--- src/rtl/calc_result_display.sv ---
`default_nettype none
// ============================================================================
// Module   : calc_result_display
// Purpose  : Captures a 5-bit calculator result (signed or unsigned), converts
//            its magnitude to two BCD digits with a 5-step serial
//            double-dabble, and drives a 3-digit multiplexed 7-segment
//            display (sign, tens, ones).
// Ports    : clk_i          - system clock, rising edge
//            rst_i          - asynchronous active-high reset
//            result_i       - calculator result (5 bits)
//            result_valid_i - result_i is valid
//            capture_i      - capture request
//            signed_i       - 1: result_i is two's complement
//            clear_i        - synchronous display blank / FSM abort
//            seg_o          - segments {g,f,e,d,c,b,a}, active-high
//            an_o           - one-hot digit enable (bit0 ones, bit1 tens,
//                             bit2 sign)
//            busy_o         - conversion in progress
//            done_o         - one-cycle pulse when new digits are loaded
// Revision : 1.0 - initial release
// ============================================================================
module calc_result_display #(
    parameter int REFRESH_DIV = 1000
) (
    input  logic       clk_i,
    input  logic       rst_i,
    input  logic [4:0] result_i,
    input  logic       result_valid_i,
    input  logic       capture_i,
    input  logic       signed_i,
    input  logic       clear_i,
    output logic [6:0] seg_o,
    output logic [2:0] an_o,
    output logic       busy_o,
    output logic       done_o
);

    localparam int               c_CW           = (REFRESH_DIV > 2) ? $clog2(REFRESH_DIV) : 1;
    localparam logic [c_CW-1:0]  c_REFRESH_LAST = c_CW'(REFRESH_DIV - 1);
    localparam logic [c_CW-1:0]  c_CNT_ONE      = c_CW'(1);

    localparam logic [1:0] c_ST_IDLE    = 2'd0;
    localparam logic [1:0] c_ST_CONVERT = 2'd1;
    localparam logic [1:0] c_ST_LOAD    = 2'd2;

    localparam logic [6:0] c_SEG_MINUS  = 7'h40;

    // Working registers for the conversion
    logic [1:0]      r_state;
    logic [2:0]      r_step;
    logic            r_sign;
    logic [4:0]      r_mag;
    logic [3:0]      r_ones;
    logic [1:0]      r_tens;

    // Displayed value; only changes in LOAD
    logic            r_disp_sign;
    logic [1:0]      r_disp_tens;
    logic [3:0]      r_disp_ones;
    logic            r_shown;

    logic [c_CW-1:0] r_refresh_cnt;
    logic [1:0]      r_index;
    logic            r_busy;
    logic            r_done;

    logic            w_cap_sign;
    logic [4:0]      w_cap_mag;
    logic [3:0]      w_ones_adj;

    // Two's complement negate wraps in 5 bits, so -16 yields magnitude 16.
    assign w_cap_sign = signed_i & result_i[4];
    assign w_cap_mag  = w_cap_sign ? (~result_i + 5'd1) : result_i;
    assign w_ones_adj = (r_ones >= 4'd5) ? (r_ones + 4'd3) : r_ones;

    function automatic logic [6:0] f_seg(input logic [3:0] d);
        logic [6:0] s;
        case (d)
            4'd0:    s = 7'h3F;
            4'd1:    s = 7'h06;
            4'd2:    s = 7'h5B;
            4'd3:    s = 7'h4F;
            4'd4:    s = 7'h66;
            4'd5:    s = 7'h6D;
            4'd6:    s = 7'h7D;
            4'd7:    s = 7'h07;
            4'd8:    s = 7'h7F;
            4'd9:    s = 7'h6F;
            default: s = 7'h00;
        endcase
        return s;
    endfunction

    always_ff @(posedge clk_i or posedge rst_i) begin
        if (rst_i) begin
            r_state       <= c_ST_IDLE;
            r_step        <= 3'd0;
            r_sign        <= 1'b0;
            r_mag         <= 5'd0;
            r_ones        <= 4'd0;
            r_tens        <= 2'd0;
            r_disp_sign   <= 1'b0;
            r_disp_tens   <= 2'd0;
            r_disp_ones   <= 4'd0;
            r_shown       <= 1'b0;
            r_refresh_cnt <= '0;
            r_index       <= 2'd0;
            r_busy        <= 1'b0;
            r_done        <= 1'b0;
        end else begin
            // Digit multiplexing runs independently of the FSM and of clear_i.
            if (r_refresh_cnt == c_REFRESH_LAST) begin
                r_refresh_cnt <= '0;
                r_index       <= (r_index == 2'd2) ? 2'd0 : r_index + 2'd1;
            end else begin
                r_refresh_cnt <= r_refresh_cnt + c_CNT_ONE;
            end

            r_done <= 1'b0;
            // busy follows the state of the cycle just finished, so it is
            // high on the edges that leave CONVERT and LOAD.
            r_busy <= (r_state == c_ST_CONVERT) || (r_state == c_ST_LOAD);

            if (clear_i) begin
                r_state <= c_ST_IDLE;
                r_shown <= 1'b0;
                r_busy  <= 1'b0;
            end else begin
                case (r_state)
                    c_ST_IDLE: begin
                        if (capture_i && result_valid_i) begin
                            r_sign  <= w_cap_sign;
                            r_mag   <= w_cap_mag;
                            r_ones  <= 4'd0;
                            r_tens  <= 2'd0;
                            r_step  <= 3'd0;
                            r_state <= c_ST_CONVERT;
                        end
                    end
                    c_ST_CONVERT: begin
                        // Add-3 on ones, then shift {tens, ones, mag} left by one.
                        r_tens <= {r_tens[0], w_ones_adj[3]};
                        r_ones <= {w_ones_adj[2:0], r_mag[4]};
                        r_mag  <= {r_mag[3:0], 1'b0};
                        if (r_step == 3'd4) begin
                            r_state <= c_ST_LOAD;
                        end else begin
                            r_step <= r_step + 3'd1;
                        end
                    end
                    c_ST_LOAD: begin
                        r_disp_sign <= r_sign;
                        r_disp_tens <= r_tens;
                        r_disp_ones <= r_ones;
                        r_shown     <= 1'b1;
                        r_done      <= 1'b1;
                        r_state     <= c_ST_IDLE;
                    end
                    default: r_state <= c_ST_IDLE;
                endcase
            end
        end
    end

    always_comb begin
        an_o  = 3'b001 << r_index;
        seg_o = 7'h00;
        if (r_shown) begin
            case (r_index)
                2'd0: seg_o = f_seg(r_disp_ones);
                2'd1: if (r_disp_tens != 2'd0) seg_o = f_seg({2'b00, r_disp_tens});
                2'd2: if (r_disp_sign) seg_o = c_SEG_MINUS;
                default: seg_o = 7'h00;
            endcase
        end
    end

    assign busy_o = r_busy;
    assign done_o = r_done;

endmodule
`default_nettype wire
--- config.mk ---
export PLATFORM = sky130hd
export DESIGN_NAME = calc_result_display
export DESIGN_NICKNAME = d
export VERILOG_FILES = /design/src/rtl/calc_result_display.sv
export SDC_FILE = /design/constraint.sdc
export NUM_CORES = 1
export LEC_CHECK = 0
export BUFFER_PORTS_ARGS = -buffer_cell sky130_fd_sc_hd__clkbuf_2
export CAP_MARGIN = 20
export CORE_MARGIN = 8
export CORE_UTILIZATION = 40
export CTS_BUF_LIST = sky130_fd_sc_hd__clkbuf_2
export DETAILED_ROUTE_END_ITERATION = 10
export MAX_ROUTING_LAYER = met4
export PLACE_DENSITY_LB_ADDON = 0.25
export SLEW_MARGIN = 20
export SYNTH_ARGS = -nofsm -noshare
export SYNTH_HDL_FRONTEND = slang
export SYNTH_SLANG_ARGS = --single-unit
export TNS_END_PERCENT = 30
--- constraint.sdc ---
create_clock -name clk_i -period 2.62 [get_ports clk_i]
set_input_delay 0.393 -clock clk_i [delete_from_list [all_inputs] [get_ports clk_i]]
set_output_delay 0.393 -clock clk_i [all_outputs]
set_load 0.01 [all_outputs]
==> results.md <==
* CP Data Required Time at 2230 ps
* Unrepaired setup endpoints after global routing: false
* Seq cells post-synth at 39
* Post_cts resized at 0
* Via count of the routed design at 1676
* Cell taking the most area after synthesis: dfrtp_1
* Type of the worst min-delay path: in -> async
* CP arrival at 1870 ps
* # setup viols final at 0
* Core box area at 0.00537 mm²
* Post-CTS Setup Inserts at 0
* Detailed Route Iter0 Violations at 59
* Dpl hpwl at 3040 µm
* Final nets at 291
* PD cells at 433 mW/mm²
* Ports at 23
* H-tree depth at 2
* DIE WIDTH at 89.9 µm
* Post-synth top flop: dfrtp_1
* Worst slack, placed at 756 ps
* Final hold violations at 0
* Syn Inst Count at 241
* Final antenna-violating net count at 0
* Routability cong. at 0.809
* # fillers at 529
* Final wirelength at 4060 µm
* Mean Syn Cell Area at 9.05 µm²
* Crit start category: flop
* Placed Cells at 331
* Worst-margin pin slew at 518 ps
* EDFF count, synth at 0
* Die area at 0.00807 mm²
* Clock Tree Root: clkbuf_2
* Post-Route Setup TNS at 0 ps
* Worst-skew pair later-pin latency at 370 ps
* Share of cells above drive strength 1 at 0.162
* Ys Warns at 0
* CTS max path bufs at 2
* Die height at 89.9 µm
* Status: complete, no violations
* Initial Util at 0.406
* TritonCTS clock tree: built
* Top cell type's share of synthesized area at 0.447
* Yosys cell types at 41
* Avg WL per Cell at 12.0 µm
* Worst Path Max Fanout at 6
* PnR worst setup slack at 354 ps
* Max IR drop VDD at 0.226 mV
* Num CTS Buffers at 5
* Mapped Area at 0.00218 mm²
* Drt first pass iters at 4
* Total GRT Usage at 0.112
* Clock-pin slew on the worst setup and hold paths at 180 ps
* Tmin final at 2270 ps
* Initial antenna violation count at 0
* Residual DRC count at 0
* Largest net degree at the start of global routing at 40
* Critical Path Sink Type: output pin
* Fmax at 441 MHz
* Grt ovf at 0
* Synth async-reset ratio at 1.00
* Number of max-cap violations at 0
* Syn Nets at 266
* Period utilization at 0.865
* Area Overhead vs Synth at 10.2%
* First-pass GRT wire length at 7510 µm
* Final std cells w/o fill at 337
* Static Leak at 1.11 nW
* Sink Count at 39
* ANT cells at 0
* Register area share after synthesis at 0.447
* Clk_skew at 15.3 ps
* Slew Viols, Final at 0
* R2r setup slk at 800 ps
* Dominant cells by area after synthesis: dfrtp_1 (45%), ha_1 (8.0%), nand2_1 (6.0%), o21ai_0 (5.3%), inv_1 (3.1%)
* Vias in the first global route at 1705
* Relative slew slack at 0.654
* Number of buffers added on ports at 22
* Row count at 27
* Hold-fix buffers, CTS at 0
* Vias per cell at 4.97
* Critical path class: reg -> out
[synthesized netlist by cell type (4+ instances only)]
master	number
a31oi_1	4
nand2_1	35
mux2_2	6
clkbuf_1	4
dfrtp_1	39
nand3_1	8
nand2b_1	7
o21ai_0	23
nor2b_1	6
nor2_1	18
xnor2_1	6
a21oi_1	11
inv_1	18
ha_1	14
[worst paths after layout]
path | start | endpoint | depth (start not counted)
hold reg to reg | r_mag[0]$_DFFE_PP0P_ | r_mag[0]$_DFFE_PP0P_ | 2
hold / removal | rst_i | r_step[1]$_DFFE_PP0P_ | 3
min in group clk_i | result_i[0] | r_mag[0]$_DFFE_PP0P_ | 3
setup reg to reg | r_state[1]$_DFFE_PP0P_ | r_step[0]$_DFFE_PP0P_ | 6
setup / recovery | r_disp_ones[1]$_DFFE_PP0P_ | seg_o[1] | 6
max in group asynchronous | rst_i | r_refresh_cnt[2]$_DFF_PP0_ | 3
[power breakdown]
group          internal (W)  switching [W]
combinational     0.0000572      0.0000845
sequential         0.000637      0.0000273
clock             0.0000604       0.000175
total              0.000754       0.000287
[layout by cell type (no fill, tap or decap), types with 3 or more instances in the layout]
cell,n
nor2b_1,6
o21ai_0,23
a211oi_1,3
buf_4,3
a21oi_1,11
nor2_1,18
nand2_1,35
dfrtp_1,39
nand3_1,8
a31oi_1,4
o31ai_1,3
xnor2_1,6
clkbuf_2,28
o211ai_1,3
and2_1,3
inv_1,18
mux2_2,6
ha_1,14
xor2_1,3
nand2b_1,7
[per-stage QoR]
stage | hold slack, ps | cell area (µm²) | util | total power (W)
global route | 108 | 2400 | 0.448 | 0.00111
CTS | 82.1 | 2400 | 0.448 | 0.00106
detailed placement | 459 | 2370 | 0.442 | 0.000819
global placement | 451 | 2370 | 0.442 | 0.000816
finish | 73.7 | 2400 | 0.448 | 0.00104
floorplan | 433 | 2180 | - | 0.000774
[cell families (layout without fill, tap and decap cells)]
group	Yosys count	in the layout	synth area share
adders and majority gates	14	14	0.0803
AOI/OAI and AO/OA	56	56	0.151
buffers and inverters	25	49	0.0447
DFF	39	39	0.447
and+or+nand+nor	92	92	0.210
muxes	6	6	0.0310
xor gates and xnor gates	9	9	0.0361
[worst max-delay path, stage by stage (launching register included)]
cell and delay [ps]:
dfrtp_1 470, inv_1 120, ha_1 300, o21ai_0 160, a21oi_1 80, a211oi_1 220, clkbuf_2 170
[metal layers]
metal / wire length, µm / GRT usage / up-vias
met5: 0 / - / -
met4: 65 / 0.0416 / 0
met3: 145 / 0.0274 / 6
met2: 1750 / 0.169 / 30
met1: 2100 / 0.142 / 776
li1: - / - / 864
[registers in the layout, summed over array words and instances (netlist names)]
register,flops
busy_o,1
done_o,1
r_disp_ones,4
r_disp_sign,1
r_disp_tens,2
r_index,2
r_mag,5
r_ones,4
r_refresh_cnt,10
r_shown,1
r_sign,1
r_state,2
r_step,3
r_tens,2
[final cells by class]
cell class,instances,area (µm²),area share
Tap cell,72,90.1,0.0375
Timing Repair Buffer,25,133,0.0552
Inverter,18,67.6,0.0281
Multi-Input combinational cell,177,1110,0.461
Clock buffer,6,30.0,0.0125
Sequential cell,39,976,0.406
Note: power is estimated with default switching activity, not from simulation.
